## src/rtl/alu_pkg.sv

```systemverilog
// Shared op codes, FSM state encoding and saturation limits for the AC-side ALU/MAC stage.
package alu_pkg;
  localparam logic [2:0] ALU_NOP   = 3'b000;
  localparam logic [2:0] ALU_PASSB = 3'b001;
  localparam logic [2:0] ALU_ADD   = 3'b010;
  localparam logic [2:0] ALU_SUB   = 3'b011;
  localparam logic [2:0] ALU_INC   = 3'b100;
  localparam logic [2:0] ALU_CLR   = 3'b101;
  localparam logic [2:0] ALU_MUL   = 3'b110;
  localparam logic [2:0] ALU_MAC   = 3'b111;

  typedef enum logic {ST_IDLE = 1'b0, ST_MUL = 1'b1} state_t;

  localparam logic [31:0] SAT_MAX = 32'h7FFF_FFFF;
  localparam logic [31:0] SAT_MIN = 32'h8000_0000;
endpackage

```

## src/rtl/alu_mac_shift_add_mul.sv

```systemverilog
// Iterative shift-add multiplier: load latches operands, each step retires one multiplier bit.
// product is the partial sum including the current step, so it is final when last is high.
module shift_add_mul #(
  parameter int WIDTH = 32,
  parameter int CNT_W = 6
) (
  input  logic             clk,
  input  logic             rst,
  input  logic             load,
  input  logic             step,
  input  logic [WIDTH-1:0] a,
  input  logic [WIDTH-1:0] b,
  output logic [WIDTH-1:0] product,
  output logic             last
);
  logic [WIDTH-1:0] mcand, mplr, partial;
  logic [CNT_W-1:0] cnt;

  assign product = partial + (mplr[0] ? mcand : '0);
  assign last    = (cnt == CNT_W'(WIDTH-1));

  always_ff @(posedge clk or posedge rst) begin
    if (rst) begin
      mcand   <= '0;
      mplr    <= '0;
      partial <= '0;
      cnt     <= '0;
    end else if (load) begin
      mcand   <= a;
      mplr    <= b;
      partial <= '0;
      cnt     <= '0;
    end else if (step) begin
      partial <= product;
      mcand   <= mcand << 1;
      mplr    <= mplr >> 1;
      cnt     <= cnt + 1'b1;
    end
  end
endmodule

```

## src/rtl/alu_mac.sv

```systemverilog
// ALU/MAC stage: single-cycle ops on AC and B-bus, plus WIDTH-cycle MUL/MAC with start/busy/done.
// Define ALU_SAT_EN to saturate ADD/SUB/INC and the MAC final add on signed overflow.
module alu_mac
  import alu_pkg::*;
#(
  parameter int WIDTH = 32,
  parameter int CNT_W = 6
) (
  input  logic             clk,
  input  logic             rst,
  input  logic             start,
  input  logic [2:0]       alu_op,
  input  logic [WIDTH-1:0] A_in,
  input  logic [WIDTH-1:0] B_in,
  output logic [WIDTH-1:0] result,
  output logic             z_flag,
  output logic             busy,
  output logic             done
);
`ifdef ALU_SAT_EN
  localparam logic [WIDTH-1:0] SAT_HI = {1'b0, {(WIDTH-1){1'b1}}};
  localparam logic [WIDTH-1:0] SAT_LO = {1'b1, {(WIDTH-1){1'b0}}};
`endif

  // Subtraction is a + ~b + 1, so one overflow test covers both directions.
  function automatic logic [WIDTH-1:0] add_w(input logic [WIDTH-1:0] a, input logic [WIDTH-1:0] b,
                                             input logic sub);
    logic [WIDTH-1:0] bb, s;
    bb = sub ? ~b : b;
    s  = a + bb + {{(WIDTH-1){1'b0}}, sub};
`ifdef ALU_SAT_EN
    if (a[WIDTH-1] == bb[WIDTH-1] && s[WIDTH-1] != a[WIDTH-1])
      s = a[WIDTH-1] ? SAT_LO : SAT_HI;
`endif
    return s;
  endfunction

  state_t           state;
  logic             is_mac;
  logic             load, last;
  logic [WIDTH-1:0] product, sc_res, mul_res;

  assign load = (state == ST_IDLE) && start && (alu_op[2:1] == 2'b11);

  shift_add_mul #(.WIDTH(WIDTH), .CNT_W(CNT_W)) u_mul (
    .clk     (clk),
    .rst     (rst),
    .load    (load),
    .step    (state == ST_MUL),
    .a       (A_in),
    .b       (B_in),
    .product (product),
    .last    (last)
  );

  // result is frozen during MUL, so it still holds the MAC base captured at start.
  assign mul_res = is_mac ? add_w(result, product, 1'b0) : product;

  always_comb begin
    sc_res = result;
    case (alu_op)
      ALU_PASSB: sc_res = B_in;
      ALU_ADD:   sc_res = add_w(A_in, B_in, 1'b0);
      ALU_SUB:   sc_res = add_w(A_in, B_in, 1'b1);
      ALU_INC:   sc_res = add_w(A_in, {{(WIDTH-1){1'b0}}, 1'b1}, 1'b0);
      ALU_CLR:   sc_res = '0;
      default:   sc_res = result;
    endcase
  end

  always_ff @(posedge clk or posedge rst) begin
    if (rst) begin
      state  <= ST_IDLE;
      is_mac <= 1'b0;
      result <= '0;
      z_flag <= 1'b1;
      busy   <= 1'b0;
      done   <= 1'b0;
    end else begin
      done <= 1'b0;
      case (state)
        ST_IDLE: if (start) begin
          if (alu_op[2:1] == 2'b11) begin
            is_mac <= (alu_op == ALU_MAC);
            busy   <= 1'b1;
            state  <= ST_MUL;
          end else begin
            result <= sc_res;
            z_flag <= (sc_res == '0);
            done   <= 1'b1;
          end
        end
        ST_MUL: if (last) begin
          result <= mul_res;
          z_flag <= (mul_res == '0);
          done   <= 1'b1;
          busy   <= 1'b0;
          state  <= ST_IDLE;
        end
        default: state <= ST_IDLE;
      endcase
    end
  end
endmodule

```

## config.mk

```make
export PLATFORM = sky130hd
export DESIGN_NAME = alu_mac
export DESIGN_NICKNAME = d
export VERILOG_FILES = /design/src/rtl/alu_pkg.sv /design/src/rtl/alu_mac_shift_add_mul.sv /design/src/rtl/alu_mac.sv
export SDC_FILE = /design/constraint.sdc
export NUM_CORES = 1
export LEC_CHECK = 0
export CORE_MARGIN = 2
export CORE_UTILIZATION = 45
export DETAILED_ROUTE_END_ITERATION = 10
export PLACE_DENSITY = 0.61
export REMOVE_ABC_BUFFERS = 1
export SLEW_MARGIN = 25
export SYNTH_ARGS = -nofsm -noshare
export SYNTH_HDL_FRONTEND = slang
export SYNTH_SLANG_ARGS = --single-unit
```

## constraint.sdc

```tcl
create_clock -name clk -period 12.55 [get_ports clk]
set_clock_uncertainty 0.05 [all_clocks]
set_input_delay 1.8825 -clock clk [delete_from_list [all_inputs] [get_ports clk]]
set_output_delay 1.8825 -clock clk [all_outputs]
set_load 0.05 [all_outputs]
```

Word-level counts from Yosys, hierarchy flattened
Index checks and enable logic that the tools add are counted. W data, S select, Z words.

Register bits after elaboration: 139.

Muxes and demuxes: 31. Reductions and logical operators: 8. Equality and inequality tests: 12. Bitwise logic cells: 2. Add/sub/neg operators: 7.

Operators by type and width (count): $mux W32 (11); $pmux W32 S5 (1); $add A32 B32 Y32 (4); $add A32 B1 Y32 const B (2); $logic_not A32 Y1 (2); $pmux W32 S2 (1); $not A32 Y32 (1); $mux W1 (12); $mux W6 (2); $eq A3 B3 Y1 const B (3); $reduce_and A3 Y1 (3); $pmux W1 S2 (4); $add A6 B1 Y6 const B (1); $eq A3 B2 Y1 const B (2); $eq A6 B5 Y1 const B (1); $ne A2 B1 Y1 const B (2); $ne A2 B2 Y1 const B (2); $eq A3 B1 Y1 const B (1); $eq A2 B2 Y1 const B (1); $logic_and A1 B1 Y1 (2); $reduce_bool A2 Y1 (1); $not A1 Y1 (1).

Depth between registers and ports, before layout
Depth in word-level cells: 8. Gate-level depth with buffers: 25. Depth with buffers taken out: 23.

By module
A second synthesis with hierarchy kept.

Cell total of the unflattened synthesis: 1951. Area, all modules: 15387.3 µm².

By module, submodules not included: alu_mac (area each 8604.5 µm², cells an instance 1229, times used 1, sequential area each 927.1 µm²); shift_add_mul (area each 6782.8 µm², cells an instance 722, times used 1, sequential area each 2552.4 µm²).

Worst setup path after synthesis
Ideal clock, no wire load.

Kind: input -> register. Start point: input port alu_op[2]. End point: register z_flag. Buffers on the path: 2. Arrival time: 5.679 ns. Path slack: 6.760 ns. Cell stages on the path: 18. Path through: buf_2 > inv_1 > nor3_1 > clkbuf_1 > nor2_1 > fa_1 > a21o_1 > a211oi_2 > o21ba_2 > xnor2_1 > a221oi_1 > o2111ai_1 > nor4b_2 > o2111ai_1 > nor4_1 > nand4b_1 > o41ai_1 > a41o_1.

Word-level cells in the longest chain between the ends: 6.

Ends and longest elaborated chain: start, declared (line alu_mac.sv:12) `input logic [2:0] alu_op,`; $eq A3 B3 Y1 (tied with other cells) (line alu_mac.sv:61) `case (alu_op)`; $pmux W32 S5 (line alu_mac.sv:61); $logic_not A32 Y1 (line alu_mac.sv:89) `z_flag <= (sc_res == '0);`; $mux W1 (line alu_mac.sv:83) `if (alu_op[2:1] == 2'b11) begin`; $mux W1 (line alu_mac.sv:82) `ST_IDLE: if (start) begin`; $pmux W1 S2 (line alu_mac.sv:81) `case (state)`; end signal, assigned (line alu_mac.sv:89); end signal, assigned (line alu_mac.sv:95) `z_flag <= (mul_res == '0);`; end, declared (line alu_mac.sv:16) `output logic z_flag,`.

Several ways; a longest one is shown, not always the timed one. The select of a mux whose other input is x is not followed. A chain may end at the register's enable or synchronous reset.

Final worst setup path
Ends and elaborated chain as after synthesis.

==> impl_metrics.csv <==
group,metric,value,unit
grt,grt_first_pass_wirelength,83750,um
clock_tree,cts_max_path_buffers,2,
power,power.density,244.5,nW/um^2
detailed_routing,wl,54780,um
sta,slew_headroom,37.52,%
synth,yosysUniqueCellTypes,88,
flow_run,drv_cap,0,
floorplanning,die_w,185.4,um
clock_tree,numCtsBuffers,17,
placed_design,place.gp.congestion,0.9316,
outcome,status,"completed",
cells_and_area,final_core_util,51.62,%
grt,grt_max_degree,74,
power,p_comb_share,65.0,%
worst_setup_path,crit_required,12.89,ns
sta,tns,0,ns
cells_and_area,final_nets,2227,
clock_tree,cts.sinks,139,
placed_design,post-dp-hpwl,42360,um
power,power,4.096,mW
sta,fmax,144.8,MHz
clock_tree,ctsHtreeMaxLevel,4,
synth,yosysSeqAreaShare,23.50,%
synth,ys_top_cells_by_area,"dfrtp_1 23%, ha_1 11%, nand2_1 8.8%, a21oi_1 5.4%, o21ai_0 5.3%",
synth,synthSimpleGateAreaFrac,22.87,%
sta,rsz0062_at_grt,"false",
power,p_clk_share,13.4,%
sta,hold_viol_final,0,
floorplanning,die_h,185.4,um
cells_and_area,antenna_cells,0,
synth,synthXorXnorAreaFrac,5.680,%
worst_setup_path,crit_type,"input pin to register",
floorplanning,pin_count,105,
grt,grt_pass1_vias,14280,
grt,grt_util_met1,48.13,%
sta,final_max_slew_viol_count,0,
detailed_routing,drtIter0Drc,1361,
synth,synthMuxAreaShare,1.978,%
synth,synth_compound_area_share,29.96,%
detailed_routing,via_per_inst,6.187,
clock_tree,cts-resized-gates,0,
power,p_leak,7.570,nW
placed_design,port_buffers,104,
sta,setup_viol,0,
worst_setup_path,worstPathMaxFanout,33,
cells_and_area,regArea,3485,sq um
grt,antenna_found_initial,0,
detailed_routing,post-route-drc-count,0,
grt,busiest_layer,"met1",
floorplanning,die_area,34370,sq um
clock_tree,clk_latency,0.47,ns
sta,min_period_over_period,55.05,%
clock_tree,holdBufCountCts,0,
floorplanning,coreArea,32450,sq um
worst_hold_path,hold_class,"register to register",
sta,finalWorstPathRequiredPeriod,6.908,ns
worst_setup_path,setup.worst_path.start_class,"input pin",
grt,grt_overflow,0,
cells_and_area,drive_above_1_share,4.762,%
cells_and_area,area_growth,13.17,%
floorplanning,start_util,45.62,%
detailed_routing,drt_pass1_iterations,5,
grt,grt_use_total,32.13,%
clock_tree,cts_tree,"built",
synth,syn-mean-instance-area,7.451,sq um
synth,ys_ff_latch,139,
cells_and_area,layoutNonFillerInstCount,2479,
power,power.switching,2.141,mW
grt,grtUsageMet2,47.19,%
clock_tree,clkTransAtPathRegs,0.06,ns
synth,synth_ff_type,"dfrtp_1",
cells_and_area,multi_input_area,10660,sq um
sta,whs,0.4266,ns
synth,synth_top_area_share,23.33,%
detailed_routing,num_vias,15340,
synth,yosys-top-cells-count,"347 x nand2_1, 159 x a21oi_1, 157 x o21ai_0",
worst_setup_path,cp-end-kind,"register",
synth,synth_edf_count,0,
power,power.internal,1.956,mW
power,pwr-share-seq,21.6,%
synth,synthAdderAreaFrac,11.44,%
grt,gr-usage-met3,4.483,%
synth,synth.most_common_cell,"nand2_1",
synth,synth.largest_area_cell,"dfrtp_1",
power,swShare,52.25,%
clock_tree,cts_setup_buffers,0,
synth,synth_top_family_by_area,"compound AO/OA/AOI/OAI gates",
synth,netlist_area,14800,sq um
cells_and_area,fill_cells,3210,
synth,async_flop_share,100.0,%
placed_design,dp_cells,2447,
synth,synthCells,1987,
sta,worst_pin_slew,0.9254,ns
floorplanning,num_rows,66,
power,vdd_ir_drop_max,0.1333,mV
clock_tree,clockRootBuffer,"clkbuf_16",
detailed_routing,ant_nets,0,
synth,synth_warnings,0,
worst_setup_path,arrival,7.25,ns
detailed_routing,wl_per_cell,22.10,um
metal layers:
layer  routed length, um  part of all wire (%)
met5                   0                     0
met1               26500                    48
met3                3907                   7.1
met4                1440                   2.6
met2               22930                    42
per-stage QoR:
step | instance area, sq um | worst slack (ns)
2_1_floorplan | 14390 | 5.732
3_3_place_gp | 16150 | 5.328
5_1_grt | 16750 | 5.237
6_report | 16750 | 5.642
4_1_cts | 16750 | 5.674
3_5_place_dp | 16150 | 5.234
sequential cells by signal, indices dropped and copies added, names as in the netlist:
signal,cells
state,1
is_mac,1
busy,1
result,32
u_mul.mcand,32
done,1
u_mul.partial,32
z_flag,1
u_mul.mplr,32
u_mul.cnt,6
final timing paths:
kind	start	to	slack (ns)	cells after the start
max	alu_op[2]	z_flag	5.64	19
min	u_mul.mplr[13]	u_mul.mplr[13]	0.43	2
max reg2reg	u_mul.mplr[0]	z_flag	5.94	21
min reg2reg	u_mul.mplr[13]	u_mul.mplr[13]	0.43	2
max in group asynchronous	rst	result[31]	9.17	3
min in group asynchronous	rst	u_mul.partial[7]	1.86	2
cell type report:
cell class / instances / share of cell area (%)
timing repair buffer: 123 / 7.065
tap: 442 / 3.301
clock buffer: 19 / 2.644
inverter: 70 / 1.598
clock inverter: 13 / 0.9485
multi-input combinational: 1673 / 63.64
sequential: 139 / 20.80
kinds of logic (layout without fill, tap and decap cells):
family	count (synthesis)	count (layout)
compound gates	673	673
xor+xnor	96	96
fa+ha+maj	133	133
buf+inv	175	225
flops	139	139
mux	28	28
simple gates	743	743
placed cells by master (no fill, tap or decap), drive strengths merged, types with 58 or more instances in the layout:
cell | synthesis | routed
o21ai | 164 | 164
ha | 129 | 129
nor2 | 154 | 154
a21oi | 162 | 162
a21o | 58 | 58
nand2 | 347 | 347
dfrtp | 138 | 138
inv | 68 | 73
xnor2 | 61 | 61
clkdlybuf4s50 | 0 | 104
a22oi | 71 | 71
power by group through the flow:
stage,Sequential (mW),Clock (mW),Combinational (mW)
finish,0.886,0.548,2.66
global route,0.909,0.571,2.93
CTS,0.880,0.554,2.62
detailed placement,0.886,0,2.60
global placement,0.879,0,2.58
floorplan,0.984,0,1.75
worst max-delay path: stages:
cell and delay (ns):
clkdlybuf4s50_1 0.45, buf_4 0.23, inv_1 0.14, nor3_2 0.12, buf_4 0.38, nor2_1 0.09, ha_1 0.38, a21oi_1 0.48
nor2_1 0.09, nor2_1 0.21, nor3_1 0.06, or4_1 0.40, a2111oi_0 0.72, and3b_1 0.31, nand4b_1 0.11, nor4_1 0.44
nand4b_1 0.15, o41ai_1 0.44, a41o_1 0.15
Note: power is estimated with default switching activity, not from simulation.
